==> src/rtl/scan_mux_pkg.sv <==
// Shared types for the scanning channel selector: FSM state encoding and mode pin values.
package scan_mux_pkg;

  typedef enum logic [1:0] {
    IDLE   = 2'd0,
    MANUAL = 2'd1,
    SCAN   = 2'd2
  } state_t;

  localparam logic MODE_MANUAL = 1'b0;
  localparam logic MODE_SCAN   = 1'b1;

  // The strobe overrides the mode pin.
  function automatic state_t decode_state(input logic en_n, input logic mode);
    if (en_n)
      decode_state = IDLE;
    else if (mode == MODE_SCAN)
      decode_state = SCAN;
    else
      decode_state = MANUAL;
  endfunction

endpackage

==> src/rtl/scan_mux_reg_if.sv <==
// Pin bundle between the input pads and the display logic for the scanning selector.
interface scan_mux_reg_if #(
  parameter int WIDTH    = 1,
  parameter int CHANNELS = 4,
  parameter int SEL_W    = $clog2(CHANNELS)
);
  logic [CHANNELS*WIDTH-1:0] D;
  logic [SEL_W-1:0]          Sel;
  logic                      Mode;
  logic                      En_n;
  logic [WIDTH-1:0]          Result;
  logic [SEL_W-1:0]          Cur_Sel;
  logic                      Valid;
  logic                      Wrap;

  modport master (
    output D, Sel, Mode, En_n,
    input  Result, Cur_Sel, Valid, Wrap
  );

  modport slave (
    input  D, Sel, Mode, En_n,
    output Result, Cur_Sel, Valid, Wrap
  );
endinterface

==> src/rtl/scan_mux_ctrl.sv <==
// Select controller: FSM, dwell counter, current-channel register and wrap pulse.
// The state being entered this edge is also exported so the datapath stays in step.
module scan_mux_ctrl
  import scan_mux_pkg::*;
#(
  parameter int CHANNELS = 4,
  parameter int SEL_W    = $clog2(CHANNELS),
  parameter int DWELL    = 4
) (
  input  logic             Clk,
  input  logic             Rst_n,
  input  logic             i_en_n,
  input  logic             i_mode,
  input  logic [SEL_W-1:0] i_sel,
  output state_t           o_state_nxt,
  output logic [SEL_W-1:0] o_cur_sel,
  output logic [SEL_W-1:0] o_cur_sel_nxt,
  output logic             o_wrap
);

  localparam int               CNT_W    = (DWELL > 1) ? $clog2(DWELL) : 1;
  localparam logic [SEL_W-1:0] LAST_SEL = SEL_W'(CHANNELS - 1);
  localparam logic [CNT_W-1:0] LAST_CNT = CNT_W'(DWELL - 1);

  state_t           r_state;
  logic [CNT_W-1:0] r_cnt;
  logic [SEL_W-1:0] r_cur_sel;
  logic             r_wrap;

  state_t           w_state_nxt;
  logic [CNT_W-1:0] w_cnt_nxt;
  logic [SEL_W-1:0] w_cur_sel_nxt;
  logic             w_wrap_nxt;

  always_ff @(posedge Clk or negedge Rst_n) begin
    if (!Rst_n)
      r_state <= IDLE;
    else
      r_state <= w_state_nxt;
  end

  always_comb begin
    w_state_nxt = decode_state(i_en_n, i_mode);
  end

  // A scan step only happens when SCAN was already the state; entering SCAN starts a fresh dwell.
  always_comb begin
    w_cur_sel_nxt = r_cur_sel;
    w_cnt_nxt     = '0;
    w_wrap_nxt    = 1'b0;
    case (w_state_nxt)
      MANUAL: w_cur_sel_nxt = i_sel;
      SCAN: begin
        if (r_state == SCAN) begin
          if (r_cnt == LAST_CNT) begin
            w_cnt_nxt = '0;
            if (r_cur_sel >= LAST_SEL) begin
              w_cur_sel_nxt = '0;
              w_wrap_nxt    = (r_cur_sel == LAST_SEL);
            end else begin
              w_cur_sel_nxt = r_cur_sel + SEL_W'(1);
            end
          end else begin
            w_cnt_nxt = r_cnt + CNT_W'(1);
          end
        end
      end
      default: ;
    endcase
  end

  always_ff @(posedge Clk or negedge Rst_n) begin
    if (!Rst_n) begin
      r_cnt     <= '0;
      r_cur_sel <= '0;
      r_wrap    <= 1'b0;
    end else begin
      r_cnt     <= w_cnt_nxt;
      r_cur_sel <= w_cur_sel_nxt;
      r_wrap    <= w_wrap_nxt;
    end
  end

  assign o_state_nxt   = w_state_nxt;
  assign o_cur_sel     = r_cur_sel;
  assign o_cur_sel_nxt = w_cur_sel_nxt;
  assign o_wrap        = r_wrap;

endmodule

==> src/rtl/scan_mux_reg.sv <==
// Registered CHANNELS:1 selector with manual and scanning modes and an active-low strobe.
// Result/Valid are loaded from the same next-select value the controller registers, so they never skew.
module scan_mux_reg
  import scan_mux_pkg::*;
#(
  parameter int WIDTH    = 1,
  parameter int CHANNELS = 4,
  parameter int SEL_W    = $clog2(CHANNELS),
  parameter int DWELL    = 4
) (
  input  logic           Clk,
  input  logic           Rst_n,
  scan_mux_reg_if.slave  bus
);

  state_t           w_state_nxt;
  logic [SEL_W-1:0] w_cur_sel;
  logic [SEL_W-1:0] w_cur_sel_nxt;
  logic             w_wrap;
  logic [WIDTH-1:0] w_chan;
  logic             w_hit;

  logic [WIDTH-1:0] r_result_p1;
  logic             r_vld_p1;

  scan_mux_ctrl #(
    .CHANNELS (CHANNELS),
    .SEL_W    (SEL_W),
    .DWELL    (DWELL)
  ) u_ctrl (
    .Clk           (Clk),
    .Rst_n         (Rst_n),
    .i_en_n        (bus.En_n),
    .i_mode        (bus.Mode),
    .i_sel         (bus.Sel),
    .o_state_nxt   (w_state_nxt),
    .o_cur_sel     (w_cur_sel),
    .o_cur_sel_nxt (w_cur_sel_nxt),
    .o_wrap        (w_wrap)
  );

  // Select codes beyond the last channel match nothing and yield a dead (zero, invalid) output.
  always_comb begin
    w_chan = '0;
    w_hit  = 1'b0;
    for (int k = 0; k < CHANNELS; k++) begin
      if (w_cur_sel_nxt == SEL_W'(k)) begin
        w_chan = bus.D[k*WIDTH +: WIDTH];
        w_hit  = 1'b1;
      end
    end
  end

  // Stage p1: registered output
  always_ff @(posedge Clk or negedge Rst_n) begin
    if (!Rst_n) begin
      r_result_p1 <= '0;
      r_vld_p1    <= 1'b0;
    end else if (w_state_nxt == IDLE || !w_hit) begin
      r_result_p1 <= '0;
      r_vld_p1    <= 1'b0;
    end else begin
      r_result_p1 <= w_chan;
      r_vld_p1    <= 1'b1;
    end
  end

  assign bus.Result  = r_result_p1;
  assign bus.Valid   = r_vld_p1;
  assign bus.Cur_Sel = w_cur_sel;
  assign bus.Wrap    = w_wrap;

endmodule

==> src/flat_wrapper.sv <==
// flat-port wrapper written by rule: the top's interface ports become plain ports
module scan_mux_reg_flat import scan_mux_pkg::*;
#(
  parameter int WIDTH    = 1,
  parameter int CHANNELS = 4,
  parameter int SEL_W    = $clog2(CHANNELS),
  parameter int DWELL    = 4
)
  (Clk, Rst_n, bus_D, bus_Sel, bus_Mode, bus_En_n, bus_Result, bus_Cur_Sel, bus_Valid, bus_Wrap);
  scan_mux_reg_if #(.WIDTH(WIDTH), .CHANNELS(CHANNELS), .SEL_W(SEL_W)) bus_i ();
  input  logic Clk;
  input  logic Rst_n;
  input wire logic [$bits(bus_i.D)-1:0] bus_D;
  input wire logic [$bits(bus_i.Sel)-1:0] bus_Sel;
  input wire logic [$bits(bus_i.Mode)-1:0] bus_Mode;
  input wire logic [$bits(bus_i.En_n)-1:0] bus_En_n;
  output wire logic [$bits(bus_i.Result)-1:0] bus_Result;
  output wire logic [$bits(bus_i.Cur_Sel)-1:0] bus_Cur_Sel;
  output wire logic [$bits(bus_i.Valid)-1:0] bus_Valid;
  output wire logic [$bits(bus_i.Wrap)-1:0] bus_Wrap;
  assign bus_i.D = bus_D;
  assign bus_i.Sel = bus_Sel;
  assign bus_i.Mode = bus_Mode;
  assign bus_i.En_n = bus_En_n;
  assign bus_Result = bus_i.Result;
  assign bus_Cur_Sel = bus_i.Cur_Sel;
  assign bus_Valid = bus_i.Valid;
  assign bus_Wrap = bus_i.Wrap;
  scan_mux_reg #(.WIDTH(WIDTH), .CHANNELS(CHANNELS), .SEL_W(SEL_W), .DWELL(DWELL)) u_core (.Clk(Clk), .Rst_n(Rst_n), .bus(bus_i));
endmodule
==> config.mk <==
export PLATFORM = sky130hd
export DESIGN_NAME = scan_mux_reg_flat
export DESIGN_NICKNAME = d
export VERILOG_FILES = /design/src/rtl/scan_mux_pkg.sv /design/src/rtl/scan_mux_reg_if.sv /design/src/rtl/scan_mux_ctrl.sv /design/src/rtl/scan_mux_reg.sv /design/src/flat_wrapper.sv
export SDC_FILE = /design/constraint.sdc
export NUM_CORES = 1
export LEC_CHECK = 0
export CAP_MARGIN = 20
export CORE_MARGIN = 4
export CORE_UTILIZATION = 35
export CTS_CLUSTER_DIAMETER = 30
export CTS_CLUSTER_SIZE = 25
export DETAILED_ROUTE_END_ITERATION = 10
export HOLD_SLACK_MARGIN = 0.12
export SLEW_MARGIN = 5
export SYNTH_ARGS = -nofsm -noshare
export SYNTH_HDL_FRONTEND = slang
export SYNTH_SLANG_ARGS = --single-unit
==> constraint.sdc <==
create_clock -name Clk -period 1.85 [get_ports Clk]
set_input_delay 0.2775 -clock Clk [delete_from_list [all_inputs] [get_ports Clk]]
set_output_delay 0.2775 -clock Clk [all_outputs]
set_load 0.02 [all_outputs]
==> results.md <==
- Critical path arrival: 1860 ps
- Post-layout nets: 79
- Top Usage Layer GRT: met2
- Maximum resistive drop on vdd: 0.000271 V
- Nets in the synthesized netlist: 57
- Buffer depth of the longest clock path: 2
- Worst min-delay path class: input port to async pin
- Core ar.: 1300 um2
- Total CTS buffers: 3
- Path type of the worst setup path: register to register
- Number of clock sinks: 9
- Die X-Extent: 45.3 um
- Element type at the critical path end: register
- Leading cell types by total area after synthesis: dfrtp_1 (46%), ha_1 (5.1%), a22oi_1 (3.1%)
- Met2 Track Usage GR: 20.6%
- Commonest non-fill, non-tap cells in the layout: clkdlybuf4s50_1 (14), dfrtp_1 (9), inv_1 (4)
- Worst path required time: 1970 ps
- Initial core utilization: 37.5%
- Full die area: 2060 um2
- Cell family with most CP delay: compound AO/OA/AOI/OAI gates
- Number of buffer and inverter stages on the critical path: 0
- Number of H-tree levels: 1
- Total global routing track utilization: 13.0%
- Slew at the pin closest to its max-slew limit: 404 ps
- Number of max-slew violations in the final report: 0
- Largest net degree at the start of global routing: 10
- Pre-antenna DRT Iters: 3
- Library cell occupying the most area in the post-synthesis netlist: dfrtp_1
- Die H: 45.3 um
- Share of the yosys chip area belonging to registers: 46.2%
- Cells along the critical path: ha_1, and4b_2, a2111o_1, o311ai_0, o22ai_1
- Area share of the largest cell type after synthesis: 46.2%
- Setup WS pre-CTS: -4.89 ps
- Final Non-Filler Cells: 81
- Standby leakage power: 0.315 nW
- Number of remaining DRC errors: 0
- Setup violators final: 0
- Post-route ant nets: 0
- Vias per cell: 5.28
- Global routing met1 resource utilization: 15.2%
- Top Ports: 15
- Slew Limit Headroom: 73.0%
- Half-perimeter wire length after placement: 853 um
- Root Buffer Master: clkbuf_4
- RSZ-0062 raised after global routing: false
- Syn-to-layout area delta: 42.6%
- Commonest non-fill, non-tap cell in the layout: clkdlybuf4s50_1
- Clock tree from TritonCTS: yes
- Global-route wire length before repair: 1910 um
- Synthesis-stage register bit count: 9
- P per Cell Area: 722 nW/um2
- CP peak stage delay: 380 ps
- Final critical-path share of the clock period: 94.1%
- Number of synthesis warnings: 0
- Number of global-route vias before repair: 473
- Hold-fix buffers at CTS: 0
- Number of antenna violations at the first check in global routing: 0
- Highest Clock Rate: 574 MHz
- Clock period minus final worst setup slack: 1740 ps
- Detailed-route via count: 428
- Met3 routing resource usage after global routing: 3.59%
- Proportion of layout cells with a drive suffix above 1: 13.6%
- Count of cell types in the netlist: 28
- Total wire length: 1030 um
- Antenna fix cells: 0
- Final hold viol count: 0
- Clock network latency to the later pin of the worst-skew pair: 260 ps
- Crit-path max FO: 3
- Worst Slack Setup Final: 109 ps
- Total global routing overflow: 0
- Number of cell rows: 13
- Number of I/O port buffers: 14
- Gp weighted congestion: 0.783
- Placed cells: 77
- Setup Fix Bufs, Post-CTS: 0
- Critical Path Source Type: register
- Initial drt markers: 8
- Max-cap violations: 0
- Post-DR wirelength/cell: 12.7 um
- Number of instances in the synthesized netlist: 45
- End-of-flow core utilization: 53.5%
- Post-Route Skew: 3.59 ps
- Worst hold slack: 313 ps
- Synthesized cell area: 488 um2
- Register clock-pin slew on the reported worst setup and hold paths: 60 ps
- Post-cts resize count: 0
- Slowest cell on the critical path: dfrtp_1
- Outcome: finished clean
- Synthesized area per cell: 10.8 um2
==> cells in the mapped netlist (all sizes together) <==
| cell | count |
|---|---|
| inv | 4 |
| nor4 | 1 |
| o311a | 1 |
| nor3 | 1 |
| dfrtp | 9 |
| ha | 2 |
| nand3b | 2 |
| a2111o | 1 |
| or4b | 1 |
| nand2b | 1 |
| a211oi | 1 |
| o21bai | 1 |
| nor2 | 2 |
| nand2 | 2 |
| a22oi | 2 |
| o22ai | 1 |
| and3 | 1 |
| and2 | 2 |
| and4b | 1 |
| o21ai | 1 |
| a2111oi | 1 |
| and4bb | 1 |
| or3 | 2 |
| nor4bb | 1 |
| and3b | 1 |
| o311ai | 1 |
| nor3b | 1 |
==> routing by layer <==
layer / share of wire (%) / wire (um) / vias to the layer above
met4: 0 / 0 / 0
met2: 45 / 463 / 12
met1: 49 / 510 / 196
li1: - / - / 220
met3: 5.6 / 58 / 0
met5: 0 / 0 / -
==> sequential cells by signal (all words and copies together) (netlist names) <==
register / count
u_core.u_ctrl.r_cnt: 2
u_core.bus.Valid: 1
u_core.u_ctrl.o_wrap: 1
u_core.u_ctrl.r_state: 2
u_core.u_ctrl.o_cur_sel: 2
u_core.bus.Result: 1
==> through the flow <==
stage               power, mW  instance area (um2)  setup TNS (ps)
floorplan               0.283                  488               0
global placement        0.360                  669           -6.60
detailed placement      0.358                  669           -4.89
CTS                     0.510                  696               0
global route            0.535                  696               0
finish                  0.502                  696               0
==> where the power goes <==
| group | internal (mW) | total (mW) | leakage (nW) | switching (mW) |
|---|---|---|---|---|
| sequential | 0.211 | 0.218 | 0.115 | 0.00702 |
| combinational | 0.0732 | 0.136 | 0.185 | 0.0632 |
| clock | 0.0829 | 0.148 | 0.0150 | 0.0652 |
| total | 0.367 | 0.502 | 0.315 | 0.135 |
==> final timing paths <==
| kind | endpoint | cells after the start | from | slack, ps |
|---|---|---|---|---|
| min reg2reg | u_core.u_ctrl.r_cnt[0] | 1 | u_core.u_ctrl.r_cnt[0] | 440 |
| max | u_core.bus.Result | 5 | u_core.u_ctrl.o_cur_sel[0] | 110 |
| min in group Clk | u_core.u_ctrl.r_cnt[0] | 1 | u_core.u_ctrl.r_cnt[0] | 440 |
| max in group asynchronous | u_core.bus.Valid | 1 | Rst_n | 1250 |
| max reg2reg | u_core.bus.Result | 5 | u_core.u_ctrl.o_cur_sel[0] | 110 |
| min | u_core.u_ctrl.r_cnt[1] | 1 | Rst_n | 310 |
==> cell families (layout without fill, tap and decap cells) <==
logic type / Yosys count / count (layout) / synth area share [%]
buffers and inverters: 4 / 25 / 3.08
flip-flops: 9 / 9 / 46.2
AND/OR/NAND/NOR: 20 / 20 / 29.2
adder cells (fa/ha/maj): 2 / 2 / 5.13
AO/OA/AOI/OAI: 10 / 10 / 16.4
==> layout make-up <==
type | count | area, um2
Clock buffer | 4 | 26.3
Fill cell | 142 | 606
Inverter | 4 | 15.0
Multi-Input combinational cell | 32 | 248
Sequential cell | 9 | 225
Tap cell | 15 | 18.8
Timing Repair Buffer | 17 | 163
Power figures use the tool's default switching activity.
